### config.mk
export PLATFORM = sky130hd
export DESIGN_NAME = bram_bank_loader
export DESIGN_NICKNAME = d
export VERILOG_FILES = /design/src/rtl/parsing_pkg.sv /design/src/rtl/bram_addr_gen.sv /design/src/rtl/bram_bank_loader.sv
export SDC_FILE = /design/constraint.sdc
export NUM_CORES = 1
export LEC_CHECK = 0
export ABC_AREA = 1
export CORE_MARGIN = 2
export CORE_UTILIZATION = 31
export DETAILED_ROUTE_END_ITERATION = 10
export MAX_ROUTING_LAYER = met4
export SLEW_MARGIN = 5
export SYNTH_ARGS = -nofsm -noshare
export SYNTH_HDL_FRONTEND = slang
export SYNTH_SLANG_ARGS = --single-unit
### constraint.sdc
create_clock -name clk -period 1.8 [get_ports clk]
set_clock_uncertainty 0.15 [all_clocks]
set_input_delay 0.27 -clock clk [delete_from_list [all_inputs] [get_ports clk]]
set_output_delay 0.27 -clock clk [all_outputs]
set_load 0.03 [all_outputs]
### src/rtl/parsing_pkg.sv
// Shared constants, loader state encoding and width helper for the parsing datapath.
package parsing_pkg;

  localparam int NUM_BANK       = 16;
  localparam int DATA_W         = 128;
  localparam int ADDR_W         = 9;
  localparam int WORDS_PER_BANK = 128;

  typedef enum logic [1:0] {
    IDLE  = 2'd0,
    LOAD  = 2'd1,
    GAP   = 2'd2,
    START = 2'd3
  } loader_state_e;

  // Ceiling log2, floored at 1 so degenerate counters keep a legal width.
  function automatic int clog2(input int value);
    int result;
    result = 0;
    while ((32'sd1 <<< result) < value) begin
      result = result + 1;
    end
    if (result < 1) begin
      result = 1;
    end else begin
      result = result;
    end
    return result;
  endfunction

endpackage

### src/rtl/bram_addr_gen.sv
// Nested word/bank counter: the word counter wraps per bank and carries into the bank counter.
module bram_addr_gen #(
  parameter int NB  = 16,
  parameter int WPB = 128
) (
  input  logic                               clk,
  input  logic                               rstn,
  input  logic                               clr,
  input  logic                               inc,
  output logic [parsing_pkg::clog2(NB)-1:0]  bank,
  output logic [parsing_pkg::clog2(WPB)-1:0] word,
  output logic                               last_word,
  output logic                               last
);
  import parsing_pkg::*;

  localparam int BANK_W = clog2(NB);
  localparam int WORD_W = clog2(WPB);

  logic [BANK_W-1:0] bank_r;
  logic [WORD_W-1:0] word_r;

  // Word counter wraps naturally since WPB is a power of two.
  always_ff @(posedge clk or negedge rstn) begin
    if (!rstn) begin
      bank_r <= '0;
      word_r <= '0;
    end else if (clr) begin
      bank_r <= '0;
      word_r <= '0;
    end else if (inc) begin
      word_r <= word_r + WORD_W'(1);
      if (last_word) begin
        bank_r <= bank_r + BANK_W'(1);
      end
    end
  end

  assign bank      = bank_r;
  assign word      = word_r;
  assign last_word = (word_r == WORD_W'(WPB - 1));
  assign last      = last_word && (bank_r == BANK_W'(NB - 1));

endmodule

### src/rtl/bram_bank_loader.sv
// Streams feature-map words into the input BRAM banks in order, then pulses oStart after a settle gap.
module bram_bank_loader #(
  parameter int NUM_BANK       = parsing_pkg::NUM_BANK,
  parameter int DATA_W         = parsing_pkg::DATA_W,
  parameter int ADDR_W         = parsing_pkg::ADDR_W,
  parameter int WORDS_PER_BANK = parsing_pkg::WORDS_PER_BANK,
  parameter int START_GAP      = 10
) (
  input  logic                clk,
  input  logic                rstn,
  input  logic                iLoad,
  input  logic                iValid,
  input  logic [DATA_W-1:0]   iData,
  output logic                oReady,
  output logic [NUM_BANK-1:0] o_ena,
  output logic [NUM_BANK-1:0] o_wea,
  output logic [ADDR_W-1:0]   o_addra,
  output logic [DATA_W-1:0]   o_dia,
  output logic                oStart,
  output logic                oBusy,
  output logic                oDone
);
  import parsing_pkg::*;

  localparam int BANK_W = clog2(NUM_BANK);
  localparam int WORD_W = clog2(WORDS_PER_BANK);
  localparam int GAP_W  = clog2(START_GAP + 1);

  loader_state_e     state_r, state_next_s;
  logic [GAP_W-1:0]  gap_r, gap_next_s;
  logic [BANK_W-1:0] bank_s;
  logic [WORD_W-1:0] word_s;
  logic              last_word_s, last_s;
  logic              accept_s, clr_s;

  assign accept_s = iValid && oReady;
  assign clr_s    = (state_r == IDLE) && iLoad;

  bram_addr_gen #(
    .NB  (NUM_BANK),
    .WPB (WORDS_PER_BANK)
  ) u_addr_gen (
    .clk       (clk),
    .rstn      (rstn),
    .clr       (clr_s),
    .inc       (accept_s),
    .bank      (bank_s),
    .word      (word_s),
    .last_word (last_word_s),
    .last      (last_s)
  );

  // Next-state and gap countdown; START is entered one cycle after the gap counter drains.
  always_comb begin
    state_next_s = state_r;
    gap_next_s   = gap_r;
    case (state_r)
      IDLE: begin
        if (iLoad) state_next_s = LOAD;
        else       state_next_s = IDLE;
      end
      LOAD: begin
        if (accept_s && last_s) begin
          state_next_s = GAP;
          gap_next_s   = GAP_W'(START_GAP);
        end else begin
          state_next_s = LOAD;
        end
      end
      GAP: begin
        if (gap_r == '0) state_next_s = START;
        else             gap_next_s   = gap_r - GAP_W'(1);
      end
      START:   state_next_s = IDLE;
      default: state_next_s = IDLE;
    endcase
  end

  // State, gap counter and status outputs, all decoded from the next state so they stay registered.
  always_ff @(posedge clk or negedge rstn) begin
    if (!rstn) begin
      state_r <= IDLE;
      gap_r   <= '0;
      oReady  <= 1'b0;
      oBusy   <= 1'b0;
      oStart  <= 1'b0;
      oDone   <= 1'b0;
    end else begin
      state_r <= state_next_s;
      gap_r   <= gap_next_s;
      oReady  <= (state_next_s == LOAD);
      oBusy   <= (state_next_s != IDLE);
      oStart  <= (state_next_s == START);
      if (clr_s)                 oDone <= 1'b0;
      else if (state_r == START) oDone <= 1'b1;
    end
  end

  // Registered write port: strobe only for the cycle after an accept, address/data hold otherwise.
  always_ff @(posedge clk or negedge rstn) begin
    if (!rstn) begin
      o_ena   <= '0;
      o_wea   <= '0;
      o_addra <= '0;
      o_dia   <= '0;
    end else if (accept_s) begin
      o_ena   <= NUM_BANK'(1) << bank_s;
      o_wea   <= NUM_BANK'(1) << bank_s;
      o_addra <= ADDR_W'(word_s);
      o_dia   <= iData;
    end else begin
      o_ena   <= '0;
      o_wea   <= '0;
    end
  end

endmodule

# Word level (Yosys, flattened, before mapping)
# Cells that the tools add are included.
totals:
  reg_bits: 172
  inputBits: 132
  output_inout_bits: 173
  wordCells: 52
classes:
  add_sub_neg: 3
  eq_ne: 9
  shifts: 1
  mux: 15
  n_reduce_logical: 13
op_table:
  columns: ["cell", "n"]
  rows:
  - ["2-to-1 mux 4 bit", 5]
  - ["2-to-1 mux 16 bit", 1]
  - ["<< shifter 1 x 4 -> 16 bit (first input constant)", 1]
  - ["2-to-1 mux 7 bit", 2]
  - ["nonzero test 2 bit", 5]
  - ["case mux 2 bit (4 select lines)", 1]
  - ["case mux 4 bit (2 select lines)", 1]
  - ["adder 7 x 1 -> 7 bit (second input constant)", 1]
  - ["equality test 7 bit (second input constant)", 1]
  - ["equality test 2 bit (second input constant)", 3]
  - ["adder 4 x 1 -> 4 bit (second input constant)", 1]
  - ["equality test 2 x 1 -> 1 bit (second input constant)", 2]
  - ["equality test 4 bit (second input constant)", 1]
  - ["logical AND 1 bit", 4]
  - ["logical NOT 4 bit", 1]
  - ["2-to-1 mux 2 bit", 2]
  - ["!= test 2 bit (second input constant)", 2]
  - ["subtractor 4 x 1 -> 4 bit (second input constant)", 1]
  - ["2-to-1 mux 1 bit", 3]
  - ["AND reduction 3 bit", 1]
  - ["logical NOT 2 bit", 1]
  - ["AND reduction 2 bit", 1]

# Longest topological paths before layout
depth:
  depth_word: 6
  ltp_mapped: 8
  mapped_depth_nobuf: 8

# Hierarchy
# From an unflattened synthesis, not the netlist that was laid out.
unflattened:
  hier_cells: 775
  hier_area_um2: 6889.1
modules_own_cells:
  columns: ["module", "n_inst", "cells_per_inst", "area_per_inst_um2", "seq_area_each_um2"]
  rows:
  - ["bram_bank_loader", 1, 701, 6291.0, 4028.9]
  - ["bram_addr_gen", 1, 74, 598.1, 275.3]

# Worst setup path before layout
# OpenSTA, ideal clock, no wires.
synth_timing:
  path_type: "register to register"
  startpoint: "register oReady"
  endpoint: "register u_addr_gen.word_r[2], in the netlist u_addr_gen.word[2]"
  setup_time_ns: 0.121
  arrival_ns: 1.218
  required_time_ns: 1.529
  slack_ns: 0.310
  stages_incl_launch_ff: 8
  n_path_buf: 2
  synth_period_minus_slack_ns: 1.490
  cell_sequence: "dfrtp_1 -> nand2_1 -> buf_6 -> inv_4 -> buf_6 -> nand2_1 -> o21ai_1 -> a21oi_1"
synth_via:
  elab_chain_len: 2
synth_lines:
  columns: ["item", "line", "source"]
  rows:
  - ["from (decl)", "bram_bank_loader.sv:14", "output logic oReady,"]
  - ["from (signal assigned)", "bram_bank_loader.sv:91", "oReady <= (state_next_s == LOAD);"]
  - ["logical AND 1 bit", "bram_bank_loader.sv:36", "assign accept_s = iValid && oReady;"]
  - ["nonzero test 2 bit (no source line)", null, null]
  - ["to (signal assigned)", "bram_addr_gen.sv:32", "word_r <= word_r + WORD_W'(1);"]
  - ["to (decl)", "bram_addr_gen.sv:21", "logic [WORD_W-1:0] word_r;"]
# Every way passes these cells.
# A chain may end at the register's enable or synchronous reset.

# Final worst setup path
layout_timing:
  startpoint: "register oReady"
  endpoint: "output oReady"
# No word-level cell between the ends.

==> metrics.md <==
| Metric | Value |
|---|---|
| Worst hold path type | in -> async |
| Nets | 1203 |
| Via-to-Cell Ratio | 4.32 |
| Row count | 54 |
| Tot GR Track Use | 17.5% |
| Worst hold slack | 0.158 ns |
| Total Wirelength | 19500 um |
| Setup Viol. Count Final | 0 |
| Chip height | 153 um |
| Cell variety after synth | 26 |
| Max IR drop VDD | 0.000481 V |
| Syn_area_per_cell | 8.96 um^2 |
| WL per Instance | 14.4 um |
| PwrDens | 1080 nW/um^2 |
| Iter 0 DRT Violations | 359 |
| Dpl ws | 0.00492 ns |
| Final worst path period share | 93.4% |
| Cell Chain, Critical Path | dlygate4sd2_1 |
| Pins over their slew limit | 0 |
| Antenna violations before repair | 0 |
| Setup TNS | 0 ns |
| H-tree depth | 4 |
| Cell area after synthesis | 6880 um^2 |
| Number of global-route vias before repair | 5950 |
| Postcts setup bufs | 0 |
| IO Port Bufs | 302 |
| Maximum capacitance violations | 0 |
| Worst skew pair latency | 0.42 ns |
| Leakage | 5.63 nW |
| Clk root buf | clkbuf_16 |
| Die ar. | 23400 um^2 |
| CTS Sinks | 172 |
| CTS buffer count | 17 |
| Syn. warnings | 0 |
| Part of the power in registers | 42.2% |
| Seq cells post-synth | 172 |
| Drt pass-1 iters | 4 |
| Crit path DAT | 1.26 ns |
| Int Pwr | 0.00736 W |
| Hold Fails Final Rpt | 0 |
| Initial core utilization | 31.5% |
| Max Buffers Root-to-Sink | 2 |
| Combinational Power Share | 28.6% |
| Req. time, crit path | 1.38 ns |
| Crit path max fanout | 3 |
| Pin count of the biggest net entering global routing | 68 |
| Max Clock Freq | 0.595 GHz |
| ANT nets after route | 0 |
| Setup crit end kind | output pin |
| CP top delay family | buffers and inverters |
| Clock network power share | 29.2% |
| Drt drc | 0 |
| Fin crit period | 1.68 ns |
| Crit path kind | reg -> out |
| Share of layout cells above drive strength 1 | 5.59% |
| Diodes inserted | 0 |
| Die width | 153 um |
| Worst path buffer plus inverter count | 1 |
| First-pass GRT wire length | 31800 um |
| RSZ-0062 raised after global routing | false |
| Register area share after synthesis | 62.5% |
| DR vias | 5853 |
| Slowest cell on crit path | dlygate4sd2_1 |
| Gr ovfl total | 0 |
| Sw Ratio | 35.2% |
| Psw | 0.00400 W |
| Ports | 305 |
| Gp weighted congestion | 0.780 |
| CP max stage delay | 0.43 ns |
| CTS tree | done |
| Mapped Cells | 768 |
| Startpoint types | flip-flop |
| Worst setup margin | 0.119 ns |
| Outcome | finished, final reports clean |
| FILL cells | 2167 |
| Layout area overhead | 52.4% |
| Clock transition at path regs | 0.07 ns |
| Post-DP HPWL | 14300 um |
| Core Region | 21800 um^2 |
==> area by class of cell <==
type | count | area, um^2 | share of cell area [%]
clock buffers | 20 | 437 | 4.16
clock inverters | 11 | 87.6 | 0.835
inverters | 23 | 88.8 | 0.847
multi-input cells | 524 | 2150 | 20.5
flip-flops and latches | 172 | 4300 | 41.0
well taps | 280 | 350 | 3.34
repair buffers | 324 | 3080 | 29.3
==> logic make-up after synthesis <==
group | share of synthesized area [%]
AO/OA/AOI/OAI | 1.49
XOR/XNOR | 0.254
adder cells (fa/ha/maj) | 1.64
buffers and inverters | 6.45
flip-flops | 62.5
other | 0.0545
AND/OR/NAND/NOR | 27.6
==> power by group through the flow <==
stage | sequential (W) | clock, W | combinational (W)
after global placement | 0.00487 | 0 | 0.00364
after detailed placement | 0.00488 | 0 | 0.00365
after floorplan | 0.00583 | 0 | 0.000951
final | 0.00480 | 0.00332 | 0.00325
after CTS | 0.00480 | 0.00344 | 0.00330
after global routing | 0.00489 | 0.00360 | 0.00353
==> layer usage <==
layer | share of wire (%) | global-route usage (%) | up-vias
met5 | 0 | - | -
met1 | 44 | 21.9 | 2718
li1 | - | - | 2904
met3 | 7.3 | 5.19 | 19
met2 | 47 | 27.9 | 212
met4 | 1.5 | 4.50 | 0
==> cells in the mapped netlist <==
| library cell | number | area [um^2] |
|---|---|---|
| nand3b_1 | 1 | 7.51 |
| nand2_2 | 2 | 12.5 |
| nand4_1 | 1 | 6.26 |
| nor2_1 | 31 | 116 |
| o21ai_0 | 14 | 70.1 |
| nand2_1 | 433 | 1630 |
| conb_1 | 1 | 3.75 |
| clkbuf_1 | 6 | 22.5 |
| or2_2 | 1 | 6.26 |
| inv_4 | 1 | 6.26 |
| ha_1 | 9 | 113 |
| nor2_4 | 1 | 11.3 |
| o21ai_1 | 1 | 5.00 |
| xor2_1 | 1 | 8.76 |
| nand3_2 | 1 | 10.0 |
| buf_6 | 10 | 113 |
| dfrtp_1 | 172 | 4300 |
| a21oi_1 | 4 | 20.0 |
| buf_4 | 20 | 150 |
| nor2_2 | 3 | 18.8 |
| o21bai_1 | 1 | 7.51 |
| nor3_1 | 1 | 5.00 |
| buf_2 | 14 | 70.1 |
| xnor2_1 | 1 | 8.76 |
| nand3_1 | 16 | 80.1 |
| inv_1 | 22 | 82.6 |
==> state kept, by name, summed over array words and instances (netlist names) <==
register and cells:
gap_r 4, oBusy 1, oDone 1, oReady 1, oStart 1, o_addra 7
o_dia 128, o_wea 16, state_r 2, u_addr_gen.bank 4, u_addr_gen.word 7
==> stage by stage <==
step | utilization, % | total power, W | cells | cell area [um^2]
floorplan | - | 0.00678 | 769 | 6890
global placement | 46.6 | 0.00851 | 1322 | 10200
detailed placement | 46.6 | 0.00853 | 1322 | 10200
CTS | 48.1 | 0.0115 | 1354 | 10500
global route | 48.1 | 0.0120 | 1354 | 10500
finish | 48.1 | 0.0114 | 1354 | 10500
==> timing repair <==
item | in CTS | in global routing
setup endpoints to repair | 171 | 0
hold buffers | 1 | 0
hold endpoints to repair | 172 | 0
gates resized for setup | 171 | 0
==> worst paths after layout <==
| path | from | end | slack [ns] | cells after the start |
|---|---|---|---|---|
| max | oReady | oReady | 0.12 | 1 |
| min | rstn | o_dia[92] | 0.16 | 2 |
| max reg2reg | u_addr_gen.word[1] | gap_r[1] | 0.15 | 8 |
| min reg2reg | o_dia[58] | o_dia[58] | 0.32 | 2 |
| max in group asynchronous | rstn | o_dia[46] | 0.78 | 3 |
| min in group clk | iData[8] | o_dia[8] | 0.23 | 3 |
==> placed cells by master (no fill, tap or decap), types with 2 or more instances in the layout <==
| cell | count |
|---|---|
| ha_1 | 9 |
| inv_6 | 3 |
| buf_12 | 8 |
| dfrtp_1 | 172 |
| dlygate4sd2_1 | 171 |
| inv_1 | 22 |
| nand2_2 | 2 |
| clkinv_4 | 3 |
| o21ai_0 | 14 |
| nor2_1 | 31 |
| clkbuf_1 | 3 |
| clkdlybuf4s50_1 | 130 |
| clkbuf_16 | 17 |
| nand2_1 | 432 |
| buf_4 | 13 |
| conb_1 | 2 |
| nand3_1 | 16 |
| a21oi_1 | 4 |
| clkinvlp_4 | 4 |
| nor2_2 | 3 |
(Power assumes the default switching activity.)
